===== config.mk =====
export PLATFORM = sky130hd
export DESIGN_NAME = round_sequencer_flat
export DESIGN_NICKNAME = d
export VERILOG_FILES = /design/src/rtl/round_sequencer_if.sv /design/src/rtl/round_sequencer.sv /design/src/flat_wrapper.sv
export SDC_FILE = /design/constraint.sdc
export NUM_CORES = 1
export LEC_CHECK = 0
export ABC_AREA = 1
export CAP_MARGIN = 20
export CORE_MARGIN = 1.5
export CORE_UTILIZATION = 24
export DETAILED_ROUTE_END_ITERATION = 12
export SYNTH_ARGS = -nofsm -noshare
export SYNTH_HDL_FRONTEND = slang
export SYNTH_SLANG_ARGS = --single-unit

===== constraint.sdc =====
create_clock -name clk -period 1.7 [get_ports clk]
set_input_delay 0.51 -clock clk [delete_from_list [all_inputs] [get_ports clk]]
set_output_delay 0.51 -clock clk [all_outputs]
set_load 0.1 [all_outputs]

===== src/rtl/round_sequencer_if.sv =====
// rtl/round_sequencer_if.sv - screen draw request/done handshake between sequencer and drawing datapath
interface round_sequencer_if;
  logic       draw_req;
  logic [6:0] draw_sel;
  logic       draw_done;

  modport master (output draw_req, output draw_sel, input draw_done);
  modport slave  (input draw_req, input draw_sel, output draw_done);
endinterface


===== src/rtl/round_sequencer.sv =====
// rtl/round_sequencer.sv - cat/dog/chicken round controller: key edges, scoring, screen draw requests
module round_sequencer #(
  parameter int WIN_SCORE = 3,
  parameter int SCORE_W   = 4
) (
  input  logic               clk,
  input  logic               resetn,
  input  logic               choose,
  input  logic               cont,
  input  logic               new_game,
  input  logic [2:0]         p1_choice,
  input  logic [2:0]         p2_choice,
  round_sequencer_if.master  draw,
  output logic [SCORE_W-1:0] player1,
  output logic [SCORE_W-1:0] player2,
  output logic [1:0]         round_result,
  output logic               game_over,
  output logic               busy
);

  typedef enum logic [2:0] {
    DRAW_TITLE, WAIT_CHOOSE, DRAW_RESULT, SCORE, WAIT_CONT, DRAW_WIN, GAME_OVER
  } state_t;

  localparam logic [SCORE_W-1:0] WIN       = SCORE_W'(WIN_SCORE);
  localparam logic [SCORE_W-1:0] SCORE_ONE = SCORE_W'(1);

  state_t             state, state_n;
  logic               req_q, req_n;
  logic [6:0]         sel_q, sel_n;
  logic [SCORE_W-1:0] p1_n, p2_n;
  logic [1:0]         rr_n;
  logic [1:0]         p1_idx, p2_idx, p1_idx_n, p2_idx_n;
  logic               pending, pending_n;
  logic               choose_q, cont_q, new_game_q;
  logic               choose_edge, cont_edge, new_game_edge;
  logic [1:0]         p1_now, p2_now;
  logic               p1_wins;

  // Non-one-hot codes fall back to cat.
  function automatic logic [1:0] choice_idx(input logic [2:0] c);
    case (c)
      3'b010:  return 2'd1;
      3'b100:  return 2'd2;
      default: return 2'd0;
    endcase
  endfunction

  assign choose_edge   = choose & ~choose_q;
  assign cont_edge     = cont & ~cont_q;
  assign new_game_edge = new_game & ~new_game_q;
  assign p1_now        = choice_idx(p1_choice);
  assign p2_now        = choice_idx(p2_choice);

  // Each choice beats the one whose index is one lower, modulo 3.
  assign p1_wins = (p1_idx == 2'd1 && p2_idx == 2'd0) ||
                   (p1_idx == 2'd2 && p2_idx == 2'd1) ||
                   (p1_idx == 2'd0 && p2_idx == 2'd2);

  assign draw.draw_req  = req_q;
  assign draw.draw_sel  = sel_q;
  assign busy           = req_q;
  assign game_over      = (state == GAME_OVER);

  always_ff @(posedge clk or negedge resetn) begin
    if (!resetn) begin
      state        <= DRAW_TITLE;
      req_q        <= 1'b0;
      sel_q        <= 7'd0;
      player1      <= '0;
      player2      <= '0;
      round_result <= 2'b00;
      p1_idx       <= 2'd0;
      p2_idx       <= 2'd0;
      pending      <= 1'b0;
      choose_q     <= 1'b0;
      cont_q       <= 1'b0;
      new_game_q   <= 1'b0;
    end else begin
      state        <= state_n;
      req_q        <= req_n;
      sel_q        <= sel_n;
      player1      <= p1_n;
      player2      <= p2_n;
      round_result <= rr_n;
      p1_idx       <= p1_idx_n;
      p2_idx       <= p2_idx_n;
      pending      <= pending_n;
      choose_q     <= choose;
      cont_q       <= cont;
      new_game_q   <= new_game;
    end
  end

  always_comb begin
    state_n   = state;
    req_n     = req_q;
    sel_n     = sel_q;
    p1_n      = player1;
    p2_n      = player2;
    rr_n      = round_result;
    p1_idx_n  = p1_idx;
    p2_idx_n  = p2_idx;
    pending_n = pending;

    if (new_game_edge) pending_n = 1'b1;

    if (req_q) begin
      // An in-flight draw always finishes; a pending new game then replaces the normal successor.
      if (draw.draw_done) begin
        req_n = 1'b0;
        if (pending || new_game_edge) begin
          state_n = DRAW_TITLE;
        end else begin
          case (state)
            DRAW_TITLE:  state_n = WAIT_CHOOSE;
            DRAW_RESULT: state_n = SCORE;
            DRAW_WIN:    state_n = GAME_OVER;
            default:     state_n = DRAW_TITLE;
          endcase
        end
      end
    end else if (new_game_edge) begin
      state_n = state;
    end else if (pending) begin
      p1_n      = '0;
      p2_n      = '0;
      rr_n      = 2'b00;
      pending_n = 1'b0;
      state_n   = DRAW_TITLE;
      sel_n     = 7'd0;
      req_n     = 1'b1;
    end else begin
      case (state)
        DRAW_TITLE: begin
          sel_n = 7'd0;
          req_n = 1'b1;
        end
        WAIT_CHOOSE: begin
          if (choose_edge) begin
            p1_idx_n = p1_now;
            p2_idx_n = p2_now;
            sel_n    = 7'd1 + 7'd3 * {5'd0, p2_now} + {5'd0, p1_now};
            req_n    = 1'b1;
            state_n  = DRAW_RESULT;
          end
        end
        DRAW_RESULT, DRAW_WIN: req_n = 1'b1;
        SCORE: begin
          if (p1_idx == p2_idx) begin
            rr_n = 2'b00;
          end else if (p1_wins) begin
            rr_n = 2'b01;
            if (player1 < WIN) p1_n = player1 + SCORE_ONE;
          end else begin
            rr_n = 2'b10;
            if (player2 < WIN) p2_n = player2 + SCORE_ONE;
          end
          state_n = WAIT_CONT;
        end
        WAIT_CONT: begin
          if (cont_edge) begin
            req_n = 1'b1;
            if (player1 == WIN) begin
              sel_n   = 7'd10;
              state_n = DRAW_WIN;
            end else if (player2 == WIN) begin
              sel_n   = 7'd11;
              state_n = DRAW_WIN;
            end else begin
              sel_n   = 7'd0;
              state_n = DRAW_TITLE;
            end
          end
        end
        default: state_n = state;
      endcase
    end
  end

endmodule


===== src/flat_wrapper.sv =====
// flat-port wrapper written by rule: the top's interface ports become plain ports
module round_sequencer_flat 
#(
  parameter int WIN_SCORE = 3,
  parameter int SCORE_W   = 4
)
  (clk, resetn, choose, cont, new_game, p1_choice, p2_choice, player1, player2, round_result, game_over, busy, draw_draw_req, draw_draw_sel, draw_draw_done);
  round_sequencer_if draw_i ();
  input  logic clk;
  input  logic resetn;
  input  logic choose;
  input  logic cont;
  input  logic new_game;
  input  logic [2:0] p1_choice;
  input  logic [2:0] p2_choice;
  output logic [SCORE_W-1:0] player1;
  output logic [SCORE_W-1:0] player2;
  output logic [1:0] round_result;
  output logic game_over;
  output logic busy;
  output wire logic [$bits(draw_i.draw_req)-1:0] draw_draw_req;
  output wire logic [$bits(draw_i.draw_sel)-1:0] draw_draw_sel;
  input wire logic [$bits(draw_i.draw_done)-1:0] draw_draw_done;
  assign draw_draw_req = draw_i.draw_req;
  assign draw_draw_sel = draw_i.draw_sel;
  assign draw_i.draw_done = draw_draw_done;
  round_sequencer #(.WIN_SCORE(WIN_SCORE), .SCORE_W(SCORE_W)) u_core (.clk(clk), .resetn(resetn), .choose(choose), .cont(cont), .new_game(new_game), .p1_choice(p1_choice), .p2_choice(p2_choice), .draw(draw_i), .player1(player1), .player2(player2), .round_result(round_result), .game_over(game_over), .busy(busy));
endmodule

==> results of run 1 <==
state kept, by name, indices dropped and copies added, names as in the netlist:
signal and count:
u_core.draw.draw_sel 5, u_core.player1 4, u_core.player2 4, u_core.state 3, u_core.p1_idx 2, u_core.p2_idx 2, u_core.round_result 2, u_core.busy 1
u_core.choose_q 1, u_core.cont_q 1, u_core.new_game_q 1, u_core.pending 1
power by group through the flow:
stage / Sequential (mW) / Combinational (mW) / Clock (mW)
2_1_floorplan: 1.31 / 0.910 / 0
3_3_place_gp: 0.965 / 1.83 / 0
4_1_cts: 0.955 / 1.86 / 0.388
5_1_grt: 0.967 / 2.06 / 0.411
6_report: 0.941 / 1.89 / 0.374
3_5_place_dp: 0.970 / 1.84 / 0
kinds of logic after synthesis:
kind of cell | count (synthesis) | share of synthesized area [%]
simple gates | 136 | 38.3
buf+inv | 39 | 10.5
flops | 27 | 40.9
compound gates | 18 | 5.91
fa+ha+maj | 5 | 4.24
other cells | 1 | 0.227
cell type report:
type                    instances  share of cell area, %
well taps                      80                   4.16
clock inverters                 1                  0.208
multi-input cells             161                   35.1
flip-flops and latches         27                   28.4
inverters                      33                   5.25
repair buffers                 48                   25.2
clock buffers                   3                   1.72
critical path, cell delays in order:
cell,delay (ns)
buf_6,0.10
nor3b_4,0.20
ha_2,0.22
inv_2,0.05
fa_2,0.38
nand3b_1,0.18
a21oi_2,0.14
nand2_1,0.06
nand2_1,0.05
metal layers:
layer,wire [um],vias up
met5,0,-
met4,60,0
met3,119,5
met2,2000,23
met1,1650,727
li1,-,800
how the worst max path moves through the flow:
stage / start / end
after floorplan: u_core.state[1] / game_over
after global placement: p1_choice[2] / u_core.draw.draw_sel[1]
after detailed placement: p1_choice[2] / u_core.draw.draw_sel[1]
after CTS: p1_choice[2] / u_core.draw.draw_sel[1]
after global routing: u_core.state[0] / game_over
final: p1_choice[2] / u_core.draw.draw_sel[2]
cells in the final DEF (no fill, tap or decap), types with 2 or more instances in the layout:
master           count
a21oi_1              3
a21oi_2              2
buf_12              18
buf_4               19
buf_6                2
clkbuf_2             2
clkbuf_8             3
clkdlybuf4s15_1      2
clkdlybuf4s50_1      5
conb_1               2
dfrtp_1             20
dfrtp_2              7
ha_1                 3
inv_1               24
inv_2                8
nand2_1             67
nand2_2              3
nand3_1             23
nand3_2              2
nand4_1              4
nor2_1              23
nor2_2               3
nor2_4               2
nor3_4               2
o21ai_0              7
o21ai_1              4
o21ai_2              2
repair_timing:
action | CTS | global route
buffers inserted | 5 | 2
cloned | 0 | 0
resized for setup | 14 | 14
pin swaps | 6 | 9
endpoints found under the setup margin | 4 | 5
==> results.toml, run 1 <==
[cells_and_area]
diodes = 0
fin_cells = 353
area.sequential_um2 = 684
nNetsFinal = 291
final_area_um2 = 2410
fillers = 685
final_layout_size_suffix_gt1_share_pct = 30.0
utilization_pct = 35.8
synthToLayoutAreaGrowth_pct = 45.8
multi_input_area_um2 = 845

[timing]
skew_ns = 0.00287
whs_ns = 0.546
max_freq_ghz = 0.605
setup_viol = 0
tns_ns = 0
hold_viol_final = 0
timing.final.ws_setup_ns = 0.0476
rsz0062_at_grt = "no"
slew_viol_final = 0
post-route-period-util_pct = 97.2
timing.final.crit_period_ns = 1.65

[power_and_ir_drop]
power.total_mw = 3.20
p_switching_mw = 1.62
powerDensity_nw_per_um2 = 1330
power.internal_mw = 1.59
p_sw_share_pct = 50.5
power_frac_clock_pct = 11.7
combPwrFrac_pct = 58.9
seq_power_share_pct = 29.4
vdd_drop_max_mv = 1.33
leakage_nw = 1.20

[critical_path]
start_kind = "primary input"
crit_type = "in -> reg"
crit_required_ns = 1.93
worst_ep_arrival_time_ns = 1.88
crit_fanout = 2
crit_path_end_kind = "flop"
reg2reg_slack_ns = 0.21
rr_endpoint = "u_core.draw.draw_sel[1]"
r2r_cells = 8
reg2reg_from = "u_core.state[0]"

[routing]
wl_per_cell_um = 10.8
drc_errors = 0
firstDrtPassIters = 4
drt_wl_total_mm = 3.83
vias = 1555
final_antenna_net_count = 0
drtIter0Drc = 59
vias_per_cell = 4.41

[cts]
clockRootBuffer = "clkbuf_8"
cts_hold_buffers = 0
cts-htree-levels = 1
clock_sinks = 27
clk_pin_slew_ns = 0.09
clock_path_buffers = 2
tritoncts = "yes"
worst_skew_pair.late_latency_ns = 0.28
numCtsBuffers = 3

[grt]
grt_max_degree = 28
gr-total-overflow = 0
grt_util_met2_pct = 20.9
grt_pass1_wl_mm = 6.84
top_usage_layer = "met2"
grt_use_met1_pct = 13.8
grt_pass1_vias = 1574
track_usage_pct = 11.6
use_met3_pct = 1.92
antenna_found_initial = 0

[placed_design]
gp_congestion = 0.829
dp_cells = 342
placed_cell_area_um2 = 2300
portBuffers = 29
place_hpwl_mm = 3.05
pre_cts_slack_ns = -0.590

[synth]
synth_seq_cells = 27
synth_top_cell_area_share_pct = 40.9
synth_enable_flop_cells = 0
synth_flop_cell = "dfrtp_1"
ys_async_sr_fraction_pct = 100
yosysUniqueCellTypes = 31
synthCells = 226
synth_common_cells = "nand2_1 (68), dfrtp_1 (27), inv_1 (26)"
synth.largest_area_cell = "dfrtp_1"
yosysWarnings = 0
synth.area.top_cells = "dfrtp_1 (41%), nand2_1 (15%), nand3_1 (7.0%), inv_1 (5.9%), nor2_1 (5.2%)"
seq_area_frac_synth_pct = 40.9
syn_area_per_cell_um2 = 7.31
netlist_area_um2 = 1650
yosys.cell_count.top_type = "nand2_1"

[min_path]
hold_path_class = "reg -> reg"
holdPathEnd = "u_core.draw.draw_sel[4]"
hold_depth = 2
hold_start = "u_core.draw.draw_sel[4]"

[floorplanning]
die_h_um = 86.0
die_x_um = 86.0
io_pins = 32
start_util_pct = 24.6
rows = 30
die-area_um2 = 7390
design.core.area_um2 = 6720

[status]
status = "complete, no violations"

[run]
max_cap_viol_count = 0
Power figures use the tool's default switching activity.
==> inputs of run 2 (changes only) <==
--- a/config.mk
+++ b/config.mk
@@ -10,6 +10,7 @@
 export CORE_MARGIN = 1.5
 export CORE_UTILIZATION = 24
 export DETAILED_ROUTE_END_ITERATION = 12
+export SLEW_MARGIN = 20
 export SYNTH_ARGS = -nofsm -noshare
 export SYNTH_HDL_FRONTEND = slang
 export SYNTH_SLANG_ARGS = --single-unit
==> results of run 2 <==
Same layout as run 1: the final DEF is identical, and so are final timing and power.
